File: config.mk
export PLATFORM = sky130hd
export DESIGN_NAME = rename_stage
export DESIGN_NICKNAME = d
export VERILOG_FILES = /design/src/rtl/rename_stage_pkg.sv /design/src/rtl/rename_free_list.sv /design/src/rtl/rename_stage.sv
export SDC_FILE = /design/constraint.sdc
export NUM_CORES = 1
export LEC_CHECK = 0
export CORE_MARGIN = 2
export CORE_UTILIZATION = 55
export CTS_CLUSTER_DIAMETER = 200
export CTS_CLUSTER_SIZE = 40
export DETAILED_ROUTE_END_ITERATION = 7
export MAX_ROUTING_LAYER = met4
export PLACE_DENSITY = 0.75
export SLEW_MARGIN = 20
export SYNTH_ARGS = -nofsm -noshare
export SYNTH_HDL_FRONTEND = slang
export SYNTH_SLANG_ARGS = --single-unit
export TNS_END_PERCENT = 1
File: constraint.sdc
create_clock -name clk -period 8 [get_ports clk]
set_clock_uncertainty 0.15 [all_clocks]
set_input_delay 2.4 -clock clk [delete_from_list [all_inputs] [get_ports clk]]
set_output_delay 2.4 -clock clk [all_outputs]
set_load 0.05 [all_outputs]
File: src/rtl/rename_stage_pkg.sv
// rtl/rename_stage_pkg.sv - shared constants and payload layout for the rename stage
package rename_stage_pkg;

  localparam int NUM_ARCH = 32;
  localparam int TAG_W    = 6;
  localparam int FL_DEPTH = 32;
  localparam int PTR_W    = $clog2(FL_DEPTH);
  localparam int CNT_W    = 7;

  localparam logic [6:0] OPC_RTYPE  = 7'b0110011;
  localparam logic [6:0] OPC_ITYPE  = 7'b0010011;
  localparam logic [6:0] OPC_LOAD   = 7'b0000011;
  localparam logic [6:0] OPC_STORE  = 7'b0100011;
  localparam logic [6:0] OPC_BRANCH = 7'b1100011;

  // Payload bundle {opcode, funct3, funct7, imm, lwSw, aluOp, controlSignals}
  localparam int PL_CTRL_LSB   = 0;
  localparam int PL_ALUOP_LSB  = 7;
  localparam int PL_LWSW_LSB   = 9;
  localparam int PL_IMM_LSB    = 10;
  localparam int PL_FUNCT7_LSB = 42;
  localparam int PL_FUNCT3_LSB = 49;
  localparam int PL_OPCODE_LSB = 52;

  function automatic logic [6:0] payload_opcode(input logic [58:0] p);
    return p[PL_OPCODE_LSB +: 7];
  endfunction

endpackage

File: src/rtl/rename_free_list.sv
// rtl/rename_free_list.sv - circular free list of physical tags with sticky overflow flag
module rename_free_list
  import rename_stage_pkg::*;
#(
  parameter int NUM_PHYS = 64
) (
  input  logic             clk,
  input  logic             rstn,
  input  logic             pop,
  input  logic             pushValid,
  input  logic [TAG_W-1:0] pushTag,
  output logic [TAG_W-1:0] headTag,
  output logic [CNT_W-1:0] count,
  output logic             overflowErr
);

  logic [TAG_W-1:0] mem [FL_DEPTH];
  logic [PTR_W-1:0] head;
  logic [PTR_W-1:0] tail;
  logic             push_req;
  logic             full;
  logic             push_ok;

  assign headTag  = mem[head];
  assign push_req = pushValid && (pushTag != '0);
  assign full     = (count == CNT_W'(FL_DEPTH));
  // A same-cycle pop makes room, so a push into a full list is still legal then
  assign push_ok  = push_req && (!full || pop);

  always_ff @(posedge clk or negedge rstn) begin
    if (!rstn) begin
      for (int i = 0; i < FL_DEPTH; i++) mem[i] <= TAG_W'(NUM_PHYS - FL_DEPTH + i);
      head        <= '0;
      tail        <= '0;
      count       <= CNT_W'(FL_DEPTH);
      overflowErr <= 1'b0;
    end else begin
      if (pop) head <= head + 1'b1;
      if (push_ok) begin
        mem[tail] <= pushTag;
        tail      <= tail + 1'b1;
      end
      if (push_req && !push_ok) overflowErr <= 1'b1;
      case ({push_ok, pop})
        2'b10:   count <= count + 1'b1;
        2'b01:   count <= count - 1'b1;
        default: ;
      endcase
    end
  end

endmodule

File: src/rtl/rename_stage.sv
// rtl/rename_stage.sv - single-issue register rename: RAT lookup, tag allocation, output register
module rename_stage
  import rename_stage_pkg::*;
#(
  parameter int NUM_PHYS  = 64,
  parameter int PAYLOAD_W = 59
) (
  input  logic                 clk,
  input  logic                 rstn,
  input  logic                 inValid,
  output logic                 inReady,
  input  logic [4:0]           srcReg1,
  input  logic [4:0]           srcReg2,
  input  logic [4:0]           destReg,
  input  logic                 regWrite,
  input  logic [PAYLOAD_W-1:0] payloadIn,
  output logic                 outValid,
  input  logic                 outReady,
  output logic [TAG_W-1:0]     physSrc1,
  output logic [TAG_W-1:0]     physSrc2,
  output logic [TAG_W-1:0]     physDest,
  output logic [TAG_W-1:0]     oldPhysDest,
  output logic                 allocValid,
  output logic [PAYLOAD_W-1:0] payloadOut,
  input  logic                 retireValid,
  input  logic [TAG_W-1:0]     retireTag,
  output logic [CNT_W-1:0]     freeCount,
  output logic                 overflowErr
);

  logic [TAG_W-1:0] rat [NUM_ARCH];
  logic             need_alloc;
  logic             accept;
  logic             pop;
  logic [TAG_W-1:0] head_tag;

  assign need_alloc = regWrite && (destReg != 5'd0);
  // Uses the registered count: a same-cycle retire cannot unblock an empty list
  assign inReady    = (!outValid || outReady) && (!need_alloc || (freeCount != '0));
  assign accept     = inValid && inReady;
  assign pop        = accept && need_alloc;

  rename_free_list #(.NUM_PHYS(NUM_PHYS)) u_free_list (
    .clk         (clk),
    .rstn        (rstn),
    .pop         (pop),
    .pushValid   (retireValid),
    .pushTag     (retireTag),
    .headTag     (head_tag),
    .count       (freeCount),
    .overflowErr (overflowErr)
  );

  always_ff @(posedge clk or negedge rstn) begin
    if (!rstn) begin
      for (int i = 0; i < NUM_ARCH; i++) rat[i] <= TAG_W'(i);
      outValid    <= 1'b0;
      physSrc1    <= '0;
      physSrc2    <= '0;
      physDest    <= '0;
      oldPhysDest <= '0;
      allocValid  <= 1'b0;
      payloadOut  <= '0;
    end else if (accept) begin
      outValid   <= 1'b1;
      physSrc1   <= (srcReg1 == 5'd0) ? '0 : rat[srcReg1];
      physSrc2   <= (srcReg2 == 5'd0) ? '0 : rat[srcReg2];
      payloadOut <= payloadIn;
      if (need_alloc) begin
        physDest     <= head_tag;
        oldPhysDest  <= rat[destReg];
        allocValid   <= 1'b1;
        rat[destReg] <= head_tag;
      end else begin
        physDest    <= '0;
        oldPhysDest <= '0;
        allocValid  <= 1'b0;
      end
    end else if (outReady) begin
      outValid <= 1'b0;
    end
  end

endmodule

==> out/qor.json <==
{
  "p_leak": {"value": 11.72, "unit": "nW"},
  "cts_made_buffers": {"value": 16},
  "fp_rows": {"value": 78},
  "fin_crit": {"value": 6.907, "unit": "ns"},
  "fmax": {"value": 144.8, "unit": "MHz"},
  "postRouteWirelength": {"value": 64910, "unit": "um"},
  "vias": {"value": 16300},
  "maxSlewViolCount": {"value": 0},
  "worst-endpoint-arrival": {"value": 4.36, "unit": "ns"},
  "io_buffer_count": {"value": 179},
  "die_area": {"value": 47590, "unit": "um2"},
  "place_hpwl": {"value": 43620, "unit": "um"},
  "mappedNetlistArea": {"value": 25230, "unit": "um2"},
  "clock_path_buffers": {"value": 3},
  "cap_violations": {"value": 0},
  "ir_drop": {"value": 0.0002202, "unit": "V"},
  "synth_enable_flop_cells": {"value": 0},
  "worst-endpoint-required": {"value": 5.45, "unit": "ns"},
  "post-route-period-util": {"value": 86.33, "unit": "%"},
  "setup_total_negative_slack": {"value": 0, "unit": "ns"},
  "grt_first_pass_wirelength": {"value": 100400, "unit": "um"},
  "yosys.cell_types.count": {"value": 60},
  "end_kind": {"value": "primary output"},
  "max_slew.worst_pin.slew": {"value": 1.117, "unit": "ns"},
  "max_slew_headroom_at_the_worst_pin": {"value": 25.53, "unit": "%"},
  "critical_path.reg2reg.startpoint": {"value": "u_free_list.head[0]"},
  "worst_setup_path_startpoint": {"value": "destReg[3]"},
  "syn_inst": {"value": 1807},
  "final_hold_viol_count": {"value": 0},
  "kind_of_start_point_of_the_critical_path": {"value": "input pin"},
  "yosys_most_used_dff": {"value": "sky130_fd_sc_hd__dfrtp_1"},
  "ys_top_cells_by_area": {"value": "sky130_fd_sc_hd__dfrtp_1, sky130_fd_sc_hd__dfstp_2, sky130_fd_sc_hd__mux2_2"},
  "syn2layout_area_growth": {"value": 10.67, "unit": "%"},
  "synth.yosys.seq_area_share": {"value": 49.27, "unit": "%"},
  "timing.critical_path.fanout_max": {"value": 12},
  "globalplace.congestion": {"value": 0.9490},
  "placedInstanceArea": {"value": 27430, "unit": "um2"},
  "die_height": {"value": 218.2, "unit": "um"},
  "layout.cell_area.non_filler": {"value": 27920, "unit": "um2"},
  "grt_max_degree": {"value": 183},
  "clk-insertion-delay-late": {"value": 0.58, "unit": "ns"},
  "wire_per_inst": {"value": 25.86, "unit": "um"},
  "post_cts_resize_count": {"value": 0},
  "gr-total-overflow": {"value": 0},
  "firstDrtPassIters": {"value": 5},
  "power": {"value": 0.009365, "unit": "W"},
  "route.antenna.remaining_nets": {"value": 0},
  "i_o_pin_count": {"value": 180},
  "cts.reportedPaths.clkPinSlew": {"value": 0.14, "unit": "ns"},
  "drt_iter0_markers": {"value": 1696},
  "cts_tree": {"value": "yes"},
  "setup-violations-final": {"value": 0},
  "ys_seq_elements": {"value": 487},
  "drc": {"value": 0},
  "fin_util": {"value": 61.65, "unit": "%"},
  "via_per_inst": {"value": 6.494},
  "yosysWarningCount": {"value": 0},
  "postCtsSetupBuffers": {"value": 0},
  "chipWidth": {"value": 218.2, "unit": "um"},
  "grt_setup_unrepaired": {"value": "false"},
  "yosysMostFrequentCell": {"value": "sky130_fd_sc_hd__mux2_2"},
  "hold_class": {"value": "flip-flop to flip-flop"},
  "ctsHoldBuffers": {"value": 0},
  "cts-htree-levels": {"value": 1},
  "synth_top_area_cell": {"value": "sky130_fd_sc_hd__dfrtp_1"},
  "post_route_cells_drive_above_1_share": {"value": 44.81, "unit": "%"},
  "cts.sinks": {"value": 487},
  "grt_antenna_before_repair": {"value": 2},
  "clk_root_buffer_cell": {"value": "sky130_fd_sc_hd__clkbuf_16"},
  "grt_pass1_vias": {"value": 16530},
  "run_status": {"value": "finished clean"},
  "synthDominantCellAreaShare": {"value": 29.17, "unit": "%"},
  "finish.net_count": {"value": 1995},
  "initial_utilization": {"value": 55.71, "unit": "%"},
  "synthesis.nets": {"value": 1904},
  "global_route_usage_over_all_layers": {"value": 28.50, "unit": "%"},
  "core_region_area": {"value": 45280, "unit": "um2"},
  "mapped_avg_cell_area": {"value": 13.96, "unit": "um2"},
  "critical_path_class": {"value": "input pin to primary output"},
  "timing.hold.worst.start": {"value": "rat[190]"},
  "cell_pwr_density": {"value": 335.4, "unit": "nW/um2"},
  "post_synth_most_frequent_cells": {"value": "sky130_fd_sc_hd__mux2_2, sky130_fd_sc_hd__dfrtp_1, sky130_fd_sc_hd__nand2_1, sky130_fd_sc_hd__dfstp_2, sky130_fd_sc_hd__mux4_2"},
  "postSynth.asyncResetShare": {"value": 100.0, "unit": "%"}
}
-- critical path, stage by stage --
cell                              delay, ns
sky130_fd_sc_hd__clkdlybuf4s50_1       0.59
sky130_fd_sc_hd__or3_4                 0.52
sky130_fd_sc_hd__o21ai_0               0.47
sky130_fd_sc_hd__o21a_1                0.18
sky130_fd_sc_hd__buf_4                 0.20
-- path summary, 6_finish.rpt --
check                      cells after the start  slack (ns)                   to
max reg2reg                                    6        4.32             rat[114]
min                                            0        0.28             rat[190]
min reg2reg                                    0        0.28             rat[190]
max in group asynchronous                      2        4.60              rat[53]
max                                            5        1.09              inReady
min in group asynchronous                      1        1.65  u_free_list.mem[66]
-- final cells by class --
class	instances	area, um2
tap	600	750.7
timing repair buffer	214	2054
clock buffer	26	437.9
fill	3473	17370
inverter	6	22.52
clock inverter	2	46.29
antenna	2	5.005
multi-input combinational	1173	12170
sequential	487	12430
-- logic make-up after synthesis --
kind of cell    after synthesis  share of synthesized area (%)
xor+xnor                     13                         0.4514
simple gates                386                          7.589
buf+inv                     147                          2.783
fa+ha+maj                    11                         0.5754
flops                       487                          49.27
mux                         616                          35.02
compound gates              147                          4.310
-- metrics by stage --
stage          setup WS [ns]  cells  hold WS (ns)
3_5_place_dp           1.136   2480        0.2591
4_1_cts                1.131   2508        0.2864
3_3_place_gp           1.141   2480        0.2440
2_1_floorplan          1.839   1807        0.3080
5_1_grt                1.008   2510        0.3031
6_report               1.093   2510        0.2847
-- sequential cells by signal, summed over array words and instances (netlist names) --
name,flops
physSrc2,6
physSrc1,6
physDest,6
u_free_list.count,7
u_free_list.tail,5
outValid,1
u_free_list.mem,192
oldPhysDest,6
u_free_list.head,5
allocValid,1
rat,192
payloadOut,59
u_free_list.overflowErr,1
-- where the power goes --
part | switching [W] | internal (W) | leakage (nW) | total (W)
registers | 0.000661 | 0.00356 | 5.84 | 0.00422
clock network | 0.000754 | 0.000397 | 0.227 | 0.00115
logic | 0.00219 | 0.00180 | 5.65 | 0.00400
-- metal layers --
metal	global-route usage, %	routed length [um]	vias up
met1	39.66	26860	8536
met4	6.349	1381	0
met3	6.333	6263	101
met2	43.37	30400	736
met5	-	0	-
li1	-	-	6927
-- cell usage in the layout, fill, tap and decap left out, drive strengths merged, types with 3 or more instances in the layout --
cell type	n
mux2	383
dfrtp	294
nand2	227
dfstp	193
mux4	175
clkdlybuf4s50	171
mux2i	58
nor2	50
buf	43
nand3	37
a22oi	34
clkbuf	26
nand2b	18
a21oi	18
o22ai	15
o211ai	14
a211oi	13
o21ai	13
nand4	10
a32o	10
ha	10
nand3b	10
xnor2	9
nor2b	8
o221ai	8
inv	6
a22o	6
a221o	6
nor3b	5
xor2	4
nor3	4
o21bai	4
and3b	3
or3b	3
or3	3
(Power assumes the default switching activity.)
